<file path="src/rtl/dram_cache_rob.sv">
// Reorder buffer for DRAM-cache read completions: hands out transaction tags
// in order, accepts hit/miss completions in any order, and returns AXI R beats in tag order.
`ifndef AXI_DATA_WIDTH
`define AXI_DATA_WIDTH 64
`endif
`ifndef AXI_ID_WIDTH
`define AXI_ID_WIDTH 4
`endif
`ifndef TID_WIDTH
`define TID_WIDTH 3
`endif

module dram_cache_rob #(
    parameter int DATA_WIDTH   = `AXI_DATA_WIDTH,
    parameter int ID_WIDTH     = `AXI_ID_WIDTH,
    parameter int TID_WIDTH    = `TID_WIDTH,
    parameter int AFULL_MARGIN = 2
) (
    input  logic                            clk,
    input  logic                            rst_n,
    input  logic                            alloc_valid_i,
    input  logic [ID_WIDTH-1:0]             alloc_id_i,
    output logic                            alloc_ready_o,
    output logic [TID_WIDTH-1:0]            alloc_tid_o,
    input  logic                            rob_wren_i,
    input  logic [TID_WIDTH+DATA_WIDTH-1:0] rob_data_i,
    output logic                            rob_afull_o,
    input  logic                            miss_wren_i,
    input  logic [TID_WIDTH+DATA_WIDTH-1:0] miss_data_i,
    output logic [ID_WIDTH-1:0]             rid_o,
    output logic [DATA_WIDTH-1:0]           rdata_o,
    output logic [1:0]                      rresp_o,
    output logic                            rlast_o,
    output logic                            rvalid_o,
    input  logic                            rready_i,
    output logic                            err_o
);

    localparam int DEPTH = 1 << TID_WIDTH;
    localparam logic [TID_WIDTH:0] DEPTH_C   = (TID_WIDTH+1)'(DEPTH);
    localparam logic [TID_WIDTH:0] AFULL_LVL = (TID_WIDTH+1)'(DEPTH - AFULL_MARGIN);

    logic [DEPTH-1:0]      alloc_q, done_q, alloc_nxt, done_nxt;
    logic [ID_WIDTH-1:0]   id_q   [DEPTH];
    logic [DATA_WIDTH-1:0] data_q [DEPTH];
    logic [TID_WIDTH-1:0]  head, tail;
    logic [TID_WIDTH:0]    count, done_cnt, count_nxt, done_cnt_nxt;

    logic [TID_WIDTH-1:0]  hit_tid, miss_tid;
    logic [DATA_WIDTH-1:0] hit_dat, miss_dat;
    logic                  hit_open, miss_open, same_tid;
    logic                  hit_ok, miss_ok, proto_err, load, alloc_fire;

    assign hit_tid  = rob_data_i[TID_WIDTH+DATA_WIDTH-1 -: TID_WIDTH];
    assign hit_dat  = rob_data_i[DATA_WIDTH-1:0];
    assign miss_tid = miss_data_i[TID_WIDTH+DATA_WIDTH-1 -: TID_WIDTH];
    assign miss_dat = miss_data_i[DATA_WIDTH-1:0];

    // A slot accepts exactly one completion between allocation and release.
    assign hit_open  = alloc_q[hit_tid] & ~done_q[hit_tid];
    assign miss_open = alloc_q[miss_tid] & ~done_q[miss_tid];
    assign same_tid  = rob_wren_i & miss_wren_i & (hit_tid == miss_tid);
    assign hit_ok    = rob_wren_i & hit_open;
    assign miss_ok   = miss_wren_i & miss_open & ~same_tid;
    assign proto_err = (rob_wren_i & ~hit_open) | (miss_wren_i & ~miss_open) | same_tid;

    assign alloc_ready_o = (count < DEPTH_C);
    assign alloc_tid_o   = tail;
    assign alloc_fire    = alloc_valid_i & alloc_ready_o;
    assign load          = (~rvalid_o | rready_i) & alloc_q[head] & done_q[head];

    assign count_nxt    = count + (TID_WIDTH+1)'(alloc_fire) - (TID_WIDTH+1)'(load);
    assign done_cnt_nxt = done_cnt + (TID_WIDTH+1)'(hit_ok) + (TID_WIDTH+1)'(miss_ok)
                          - (TID_WIDTH+1)'(load);

    always_comb begin
        alloc_nxt = alloc_q;
        done_nxt  = done_q;
        if (load) begin
            alloc_nxt[head] = 1'b0;
            done_nxt[head]  = 1'b0;
        end
        if (alloc_fire) begin
            alloc_nxt[tail] = 1'b1;
            done_nxt[tail]  = 1'b0;
        end
        if (hit_ok)  done_nxt[hit_tid]  = 1'b1;
        if (miss_ok) done_nxt[miss_tid] = 1'b1;
    end

    always_ff @(posedge clk or negedge rst_n) begin
        if (!rst_n) begin
            alloc_q     <= '0;
            done_q      <= '0;
            head        <= '0;
            tail        <= '0;
            count       <= '0;
            done_cnt    <= '0;
            rvalid_o    <= 1'b0;
            rid_o       <= '0;
            rdata_o     <= '0;
            rresp_o     <= 2'b00;
            rlast_o     <= 1'b0;
            rob_afull_o <= 1'b0;
            err_o       <= 1'b0;
        end else begin
            alloc_q     <= alloc_nxt;
            done_q      <= done_nxt;
            count       <= count_nxt;
            done_cnt    <= done_cnt_nxt;
            rob_afull_o <= (done_cnt_nxt >= AFULL_LVL);
            err_o       <= err_o | proto_err;
            if (alloc_fire) tail <= tail + 1'b1;
            // R output register: holds its beat until the host takes it
            if (load) begin
                head     <= head + 1'b1;
                rvalid_o <= 1'b1;
                rid_o    <= id_q[head];
                rdata_o  <= data_q[head];
                rresp_o  <= 2'b00;
                rlast_o  <= 1'b1;
            end else if (rready_i) begin
                rvalid_o <= 1'b0;
            end
        end
    end

    // Payload storage is qualified by alloc/done bits, so it needs no reset.
    always_ff @(posedge clk) begin
        if (alloc_fire) id_q[tail]       <= alloc_id_i;
        if (hit_ok)     data_q[hit_tid]  <= hit_dat;
        if (miss_ok)    data_q[miss_tid] <= miss_dat;
    end

endmodule

</file>
<file path="config.mk">
export PLATFORM = sky130hd
export DESIGN_NAME = dram_cache_rob
export DESIGN_NICKNAME = d
export VERILOG_FILES = /design/src/rtl/dram_cache_rob.sv
export SDC_FILE = /design/constraint.sdc
export NUM_CORES = 1
export LEC_CHECK = 0
export ABC_AREA = 0
export CAP_MARGIN = 20
export CORE_ASPECT_RATIO = 1.1
export CORE_MARGIN = 2
export CORE_UTILIZATION = 55
export DETAILED_ROUTE_END_ITERATION = 7
export PLACE_DENSITY = 0.8
export SETUP_SLACK_MARGIN = 0.2
export SLEW_MARGIN = 20
export SYNTH_ARGS = -nofsm -noshare
export SYNTH_HDL_FRONTEND = slang
export SYNTH_SLANG_ARGS = --single-unit
export TNS_END_PERCENT = 5
</file>
<file path="constraint.sdc">
create_clock -name clk -period 14.7 [get_ports clk]
set_clock_uncertainty 0.2 [all_clocks]
set_input_delay 4.41 -clock clk [delete_from_list [all_inputs] [get_ports clk]]
set_output_delay 4.41 -clock clk [all_outputs]
set_load 0.1 [all_outputs]
</file>
# After elaboration in Yosys (flattened, before gate mapping)
# Memories as Yosys holds them, arrays and structs flattened. A register that Yosys moved wholly into a read port is not among the register bits.
# Index checks and enable logic that the tools add are counted.
classes:
  reduce_logical: 7
  n_bitwise: 30
  n_lt_le_gt_ge: 10
  eq_ne: 1
  n_div: 0
  n_shift: 0
  n_mul: 0
  mux: 34
  addsub: 7
ops:
  columns: ["operator", "n"]
  rows:
  - ["$mux 8", 6]
  - ["$and 8x8->8", 3]
  - ["$or 8x8->8", 3]
  - ["$bmux 1 s3", 6]
  - ["$mux 1", 18]
  - ["$lt 3x4->1 const B", 4]
  - ["$not 8->8", 2]
  - ["$add 4x1->4", 3]
  - ["$and 1x1->1", 12]
  - ["$demux 1 s3", 4]
  - ["$ge 3x1->1 const B", 4]
  - ["$sub 4x1->4", 2]
  - ["$add 3x1->3 const B", 2]
  - ["$not 1->1", 6]
  - ["$ge 4x3->1 const B", 1]
  - ["$logic_and 1x1->1", 4]
  - ["$lt 4x4->1 const B", 1]
  - ["$or 1x1->1", 4]
  - ["$eq 3x3->1", 1]
  - ["$logic_not 1->1", 2]
  - ["$reduce_bool 2->1", 1]
totals:
  memories: 2
  output_inout_bits: 78
  rom_bits: 0
  elab_cells: 101
  mem_bits_rw: 544
  latchBits: 0
  in_bits: 144
  regBits: 34
mem_list:
  columns: ["memory", "depth", "word_bits", "read_ports", "rd_clocked_by_memory_dff", "write_ports", "line", "source"]
  rows:
  - ["data_q", 8, 64, 1, 1, 2, "45", "logic [DATA_WIDTH-1:0] data_q [DEPTH];"]
  - ["id_q", 8, 4, 1, 1, 1, "44", "logic [ID_WIDTH-1:0] id_q [DEPTH];"]

# Depth between registers and ports, before layout
# Gate-level depths: netlist of run 1.
depth:
  word_depth: 13
  mapped_depth: 14
  ltp_nobuf: 12

# Worst setup path after synthesis of run 1
# OpenSTA, ideal clock, no wires.
synth_path:
  path_type: "input port to flip-flop"
  startpoint: "in rob_data_i[65]"
  endpoint: "mem data_q[0][0] in the netlist's numbering (enable)"
  n_path_buf: 1
  t_required_ns: 14.006
  setup_ns: 0.494
  stages: 6
  t_arrival_ns: 8.368
  setup_slack_ns: 5.639
  cell_sequence: "clkbuf_1 nor2b_1 nor3_1 or3_1 nand2b_1 o21ai_1"
synth_lines:
  columns: ["item", "line", "source"]
  rows:
  - ["from (decl)", "26", "input logic [TID_WIDTH+DATA_WIDTH-1:0] rob_data_i,"]
  - ["to (decl)", "45", null]

# Final worst setup path of run 1
layout_path:
  startpoint: "in rready_i"
  endpoint: "reg count[1]"
layout_via:
  elab_chain_cells: 4
layout_lines:
  columns: ["item", "line", "source"]
  rows:
  - ["from (decl)", "35", "input logic rready_i,"]
  - ["$or 1x1->1", "70", "assign load = (~rvalid_o | rready_i) & alloc_q[head] & done_q[head];"]
  - ["$and 1x1->1 (2 in series)", "70", null]
  - ["$sub 4x1->4", "72", "assign count_nxt = count + (TID_WIDTH+1)'(alloc_fire) - (TID_WIDTH+1)'(load);"]
  - ["via count_nxt[1]", "47", "logic [TID_WIDTH:0] count, done_cnt, count_nxt, done_cnt_nxt;"]
  - ["to (signal assigned)", "109", "count <= count_nxt;"]
  - ["to (decl)", "47", null]
# The timed path passes the listed nets, and every way through them passes these cells.
# A chain may end at the register's enable or synchronous reset.

==> results of run 1 <==
-- per-layer routing --
metal / vias up / track usage [%]
li1: 8653 / -
met1: 10014 / 34.3
met2: 658 / 45.7
met3: 179 / 4.54
met4: 26 / 11.1
met5: - / 0
-- sequential cells by signal, indices dropped and copies added, names as in the netlist --
name and cells:
head 3, err_o 1, rid_o 4, rlast_o 1, rob_afull_o 1, id_q 32
alloc_tid_o 3, rvalid_o 1, rdata_o 64, done_q 8, alloc_q 8, done_cnt 4
data_q 512, count 4
-- final cells by class --
| type | count | area, um^2 | area share (%) |
|---|---|---|---|
| Tap cell | 752 | 941 | 2.55 |
| Clock inverter | 27 | 234 | 0.635 |
| Clock buffer | 94 | 1890 | 5.14 |
| Timing Repair Buffer | 256 | 2510 | 6.83 |
| Multi-Input combinational cell | 1312 | 12300 | 33.3 |
| Inverter | 19 | 72.6 | 0.197 |
| Antenna cell | 4 | 10.0 | 0.0272 |
| Sequential cell | 646 | 18900 | 51.3 |
-- metrics by stage --
stage | hold WS [ns] | worst slack [ns]
4_1_cts | 0.287 | 6.63
3_3_place_gp | 0.269 | 6.10
5_1_grt | 0.300 | 6.34
6_report | 0.287 | 6.63
3_5_place_dp | 0.274 | 6.03
2_1_floorplan | 0.256 | 5.64
-- cells by family (layout without fill, tap and decap cells) --
family,after synthesis,count (layout),synth area share (%)
xor+xnor,12,12,0.328
other cells,1,6,0.0117
simple gates,233,233,3.65
mux,796,796,27.5
flops,646,646,59.0
fa+ha+maj,12,12,0.539
buf+inv,161,396,3.06
compound gates,257,257,5.95
-- report_power, final --
part | switching (W) | total, W | internal, W
clock | 0.000698 | 0.00167 | 0.000970
sequential | 0.000193 | 0.00243 | 0.00223
combinational | 0.00186 | 0.00276 | 0.000907
-- worst max path at each step --
stage / start / end / slack (ns)
3_5_place_dp: rready_i / count[1] / 6.03
6_report: rready_i / count[1] / 6.63
5_1_grt: rready_i / count[2] / 6.34
4_1_cts: rready_i / count[1] / 6.63
2_1_floorplan: rob_data_i[65] / data_q[0][0] / 5.64
3_3_place_gp: rready_i / count[1] / 6.10
-- cell usage in the layout (no fill, tap or decap), drive strengths merged, types with 43 or more instances in the layout --
master	count
mux2	609
nor2	79
a21oi	73
mux2i	182
o2bb2ai	43
edfxtp	544
dfrtp	102
clkbuf	94
nand2	93
clkdlybuf4s50	218
o221ai	69
-- worst register-to-register path, delay by kind of cell (launching register included) --
family                     cells  cell delay, ns
buffers and inverters          6            2.23
DFF                            1            0.80
AOI/OAI and AO/OA              3            0.96
and+or+nand+nor                1            0.24
adders and majority gates      3            1.09
==> summary.txt, run 1 <==
Outcome
  • Run status: finished clean

Pwr
  • Largest vdd supply drop: 0.144 mV
  • Power density relative to cell area: 186 nW/um^2
  • Overall power of the completed layout: 0.00686 W
  • Static Leakage: 13.0 nW

Detailed routing
  • Detailed-route wire length on metal 1: 31.7 mm
  • Detailed router's first-iteration violation count: 1463
  • Top Layer Used: met5
  • Final routed DRC violation total: 0
  • Routed WL per cell: 25.8 um
  • Number of iterations in the first detailed-routing pass: 5
  • Metal2 WL: 41.0 mm
  • Via/cell ratio: 6.28
  • Met3 wire len: 4.78 mm
  • Wire length reported by the detailed router: 80.3 mm
  • Via total after detailed routing: 19530
  • Number of antenna-violating nets in the routed design: 0

Worst setup path
  • Worst-path fanout max: 41
  • Most prevalent standard cell on the critical path: sky130_fd_sc_hd__inv_1
  • Crit-path cells: clkdlybuf4s50_1, nand2b_1, o31ai_1, o31ai_1, o21ai_1, clkinv_2, buf_4, ha_1, inv_1, ha_1, inv_1, fa_1, inv_1
  • Startpoint type of the worst setup path: input pin
  • Required time reported for the critical path endpoint: 14.99 ns
  • Levels on crit path: 13
  • Endpoint of the worst register-to-register path: count[1]
  • Worst path bufs/invs: 6
  • Crit Path Category: input pin to register
  • Kind of end point of the critical path: register
  • Arrival time worst endpoint: 8.36 ns
  • Family of cells with the greatest summed delay on the critical path: buffers and inverters
  • Logic depth of the worst register-to-register path: 13
  • Slowest stage cell on the critical path: sky130_fd_sc_hd__buf_4
  • Longest individual stage delay on the worst path: 0.62 ns
  • Critical register-to-register path startpoint: head[0]
  • Register-to-register setup slack: 9.07 ns

CTS
  • Post-CTS setup repair buffer count: 0
  • Clock-pin slew of the registers on the worst-case setup and hold paths: 0.06 ns
  • CTS root buf: sky130_fd_sc_hd__clkbuf_16
  • Sink Count: 646
  • Insertion delay of the later-clocked pin in the worst-skew pair: 0.61 ns
  • Post-CTS Resized: 0
  • Max Buffers Root-to-Sink: 3
  • CTS Hold Buffers Added: 0
  • Num CTS Buffers: 67
  • Clock tree from TritonCTS: yes
  • H-Tree Level Count: 3

Global routing
  • Vias in the first global route: 20551
  • Pin count of the biggest net entering global routing: 81
  • First-pass GRT wire length: 123 mm
  • Initial antenna violation count: 16
  • Global route overflow: 0
  • Global Route Usage Sum: 27.0%

Yosys
  • Post-synth cell types: 54
  • Most frequent cell after synthesis: sky130_fd_sc_hd__mux2_1
  • Synth cell count leaders: sky130_fd_sc_hd__mux2_1, sky130_fd_sc_hd__edfxtp_1, sky130_fd_sc_hd__mux2i_1
  • Number of standard cells after synthesis: 2118
  • Largest cells by area after synthesis: sky130_fd_sc_hd__edfxtp_1, sky130_fd_sc_hd__mux2_1, sky130_fd_sc_hd__dfrtp_1, sky130_fd_sc_hd__mux2i_1, sky130_fd_sc_hd__mux2_2
  • Prevailing post-synth register cell: sky130_fd_sc_hd__edfxtp_1
  • Number of flops mapped to enable cells by yosys: 544
  • Syn. warnings: 0
  • Sequential cell area fraction in the yosys report: 59.0%
  • Top-area cell type share of the netlist area: 51.0%
  • Share of async-settable or async-resettable flops after synthesis: 15.8%
  • Syn avg cell area: 15.1 um^2
  • Synthesis-stage register bit count: 646
  • Netlist area before placement: 32000 um^2
  • Cell taking the most area after synthesis: sky130_fd_sc_hd__edfxtp_1

Layout
  • Share of cells above drive strength 1: 9.77%
  • Final standard cell count with taps included and fillers excluded: 3110
  • Fin area: 36800 um^2
  • Utilization after layout: 64.1%
  • Fill count: 4097
  • Area added between synthesis and finish: 15.0%
  • Nets: 2458

STA
  • Clock period minus worst slack: 8.07 ns
  • Achievable frequency: 124 MHz
  • Final setup fails: 0
  • Final hold viol count: 0
  • Normalized max-slew margin: 22.3%
  • Share of the clock period used by the worst path after layout: 54.9%
  • Slew at the pin closest to its max-slew limit: 1.17 ns
  • Setup repair after global routing missed its margin: no
  • Number of max-slew violations in the final report: 0
  • Aggregate negative setup slack: 0 ns

Placed design
  • Port Buffer Count: 219
  • DPL Wire Length: 45.5 mm
  • Final RePlAce weighted congestion: 0.834
  • Placed inst area: 34600 um^2
  • Number of placed cells counting well taps: 2983

Worst hold path
  • Worst min-delay path category: register to register
  • Hold path startpoint: rdata_o[45]
  • Hold Crit Depth: 1
  • End point of the worst hold path: rdata_o[45]

Die
  • Effective utilization at floorplan: 55.8%
  • Total core area: 57400 um^2
  • Die Outline Area: 60200 um^2
  • Vertical extent of the die: 257 um
  • Number of I/O pins: 222
  • Die boundary width: 234 um
  • Site Rows: 92

Flow run
  • MaxCap Viol Count: 0
Note: power is estimated with default switching activity, not from simulation.
==> run 2, diff against run 1 <==
==> constraint.sdc (replaced) <==
create_clock -name clk -period 8.5 [get_ports clk]
set_clock_uncertainty 0.2 [all_clocks]
set_input_delay 2.55 -clock clk [delete_from_list [all_inputs] [get_ports clk]]
set_output_delay 2.55 -clock clk [all_outputs]
set_load 0.1 [all_outputs]
==> run 2 against run 1 <==
Clock-buffer cell count fell by 2. Power rose by 74%. Wire length rose by 1.2%. Global-route usage up 0.11 points. Register-to-register slack got worse by 6.2 ns. Cell count grew 0.19%. Hold slack worse by 0.0060 ns. Critical path depth down 4. Critical path type unchanged. Critical endpoint is now data_q[3][20]. Highest routed layer unchanged.
==> summary.txt, run 2 (synthesis gave the netlist of run 1 again) <==
Outcome
  • Run status: finished clean

CTS
  • Clock-pin slew of the registers on the worst-case setup and hold paths: 0.06 ns
  • Clock tree from TritonCTS: yes
  • CTS Hold Buffers Added: 0
  • H-Tree Level Count: 3
  • CTS root buf: sky130_fd_sc_hd__clkbuf_16
  • Post-CTS setup repair buffer count: 0
  • Post-CTS Resized: 0
  • Num CTS Buffers: 68
  • Sink Count: 646
  • Insertion delay of the later-clocked pin in the worst-skew pair: 0.59 ns
  • Max Buffers Root-to-Sink: 3

Worst setup path
  • Worst-path fanout max: 40
  • Crit Path Category: input pin to register
  • Startpoint type of the worst setup path: input pin
  • Endpoint of the worst register-to-register path: rob_afull_o
  • Required time reported for the critical path endpoint: 8.52 ns
  • Critical register-to-register path startpoint: head[2]
  • Arrival time worst endpoint: 6.24 ns
  • Logic depth of the worst register-to-register path: 11
  • Register-to-register setup slack: 2.84 ns
  • Kind of end point of the critical path: register

Pwr
  • Static Leakage: 13.0 nW
  • Largest vdd supply drop: 0.257 mV
  • Power density relative to cell area: 322 nW/um^2

Worst hold path
  • Worst min-delay path category: register to register
  • Hold Crit Depth: 1
  • Hold path startpoint: rdata_o[59]
  • End point of the worst hold path: rdata_o[59]

Die
  • Total core area: 57400 um^2
  • Number of I/O pins: 222
  • Vertical extent of the die: 257 um
  • Effective utilization at floorplan: 55.8%
  • Die boundary width: 234 um
  • Site Rows: 92
  • Die Outline Area: 60200 um^2

Detailed routing
  • Final routed DRC violation total: 0
  • Number of antenna-violating nets in the routed design: 0
  • Detailed router's first-iteration violation count: 1647
  • Wire length reported by the detailed router: 81.2 mm
  • Via total after detailed routing: 19517
  • Routed WL per cell: 26.1 um
  • Number of iterations in the first detailed-routing pass: 5
  • Via/cell ratio: 6.26

Layout
  • Most common cell after layout, fill and taps aside: sky130_fd_sc_hd__mux2_1
  • Area added between synthesis and finish: 15.4%
  • Storage element area: 18900 um^2
  • Nets: 2460
  • Register name with the most flops: data_q
  • Fill count: 4124
  • Share of cells above drive strength 1: 9.93%
  • Top library cells by usage in the layout, fill and taps aside: sky130_fd_sc_hd__mux2_1, sky130_fd_sc_hd__edfxtp_1, sky130_fd_sc_hd__clkdlybuf4s50_1
  • Registers with the most flip-flops: data_q x512, rdata_o x64, id_q x32
  • Fin area: 37000 um^2
  • Area of the multi-input gates: 12300 um^2
  • Max reg flops: 512

Placed design
  • Port Buffer Count: 219
  • Placed inst area: 34700 um^2
  • Final RePlAce weighted congestion: 0.882
  • DPL Wire Length: 45.4 mm

STA
  • Final setup fails: 0
  • Share of the clock period used by the worst path after layout: 73.2%
  • Slew at the pin closest to its max-slew limit: 1.17 ns
  • Final hold viol count: 0
  • Setup repair after global routing missed its margin: no
  • Number of max-slew violations in the final report: 0
  • Clock period minus worst slack: 6.22 ns
  • Aggregate negative setup slack: 0 ns
  • Achievable frequency: 161 MHz
  • Normalized max-slew margin: 22.1%

Global routing
  • Vias in the first global route: 20726
  • Initial antenna violation count: 8
  • Pin count of the biggest net entering global routing: 84
  • Global route overflow: 0
  • First-pass GRT wire length: 123 mm
  • Global Route Usage Sum: 27.1%

Flow run
  • MaxCap Viol Count: 0
-- run 2: layer usage --
| layer | GRT usage, % | vias up | wire length (um) |
|---|---|---|---|
| met1 | 34.5 | 9883 | 32300 |
| met2 | 46.4 | 835 | 40900 |
| li1 | - | 8627 | - |
| met5 | 0 | - | 13 |
| met3 | 3.45 | 170 | 5330 |
| met4 | 11.7 | 2 | 2750 |
-- run 2: critical path, cell delays in order --
cell	delay, ns
sky130_fd_sc_hd__clkdlybuf4s50_1	0.76
sky130_fd_sc_hd__mux4_2	0.60
sky130_fd_sc_hd__mux2i_4	0.17
sky130_fd_sc_hd__o31ai_4	0.10
sky130_fd_sc_hd__buf_6	0.18
sky130_fd_sc_hd__buf_6	0.15
sky130_fd_sc_hd__or4_1	0.58
sky130_fd_sc_hd__o21ai_4	0.40
sky130_fd_sc_hd__buf_4	0.71
-- run 2: area by class of cell --
type / instances / area share [%]
clock inverters: 30 / 0.680
multi-input cells: 1312 / 33.2
diodes: 8 / 0.0542
well taps: 752 / 2.55
clock buffers: 92 / 5.07
inverters: 19 / 0.196
repair buffers: 257 / 7.07
flip-flops and latches: 646 / 51.1
-- run 2: through the flow --
step | power (W) | setup slack (ns) | utilization (%) | instances | hold slack [ns]
after CTS | 0.0119 | 2.35 | 64.2 | 3105 | 0.287
after floorplan | 0.00765 | 1.30 | - | 2119 | 0.256
after detailed placement | 0.00903 | 1.75 | 60.5 | 2983 | 0.274
after global placement | 0.00893 | 1.82 | 60.4 | 2982 | 0.263
after global routing | 0.0123 | 2.15 | 64.3 | 3113 | 0.306
final | 0.0119 | 2.28 | 64.3 | 3116 | 0.281
-- run 2: power by group --
group          leakage [nW]  switching, W  total (W)  internal, W
logic                  5.81       0.00318    0.00476      0.00158
clock network          1.05       0.00122    0.00289      0.00167
registers              6.14      0.000392    0.00425      0.00386
total                  13.0       0.00479     0.0119      0.00711
-- run 2: worst max-delay path by stage --
stage | from | to | slack [ns] | cells after the start
after floorplan | rob_data_i[65] | data_q[0][0] | 1.30 | 6
after CTS | miss_data_i[65] | data_q[2][31] | 2.35 | 7
after global routing | miss_data_i[65] | data_q[2][33] | 2.15 | 9
final | miss_data_i[65] | data_q[3][20] | 2.28 | 9
after global placement | miss_data_i[65] | data_q[2][35] | 1.82 | 7
after detailed placement | miss_data_i[65] | data_q[2][35] | 1.75 | 7
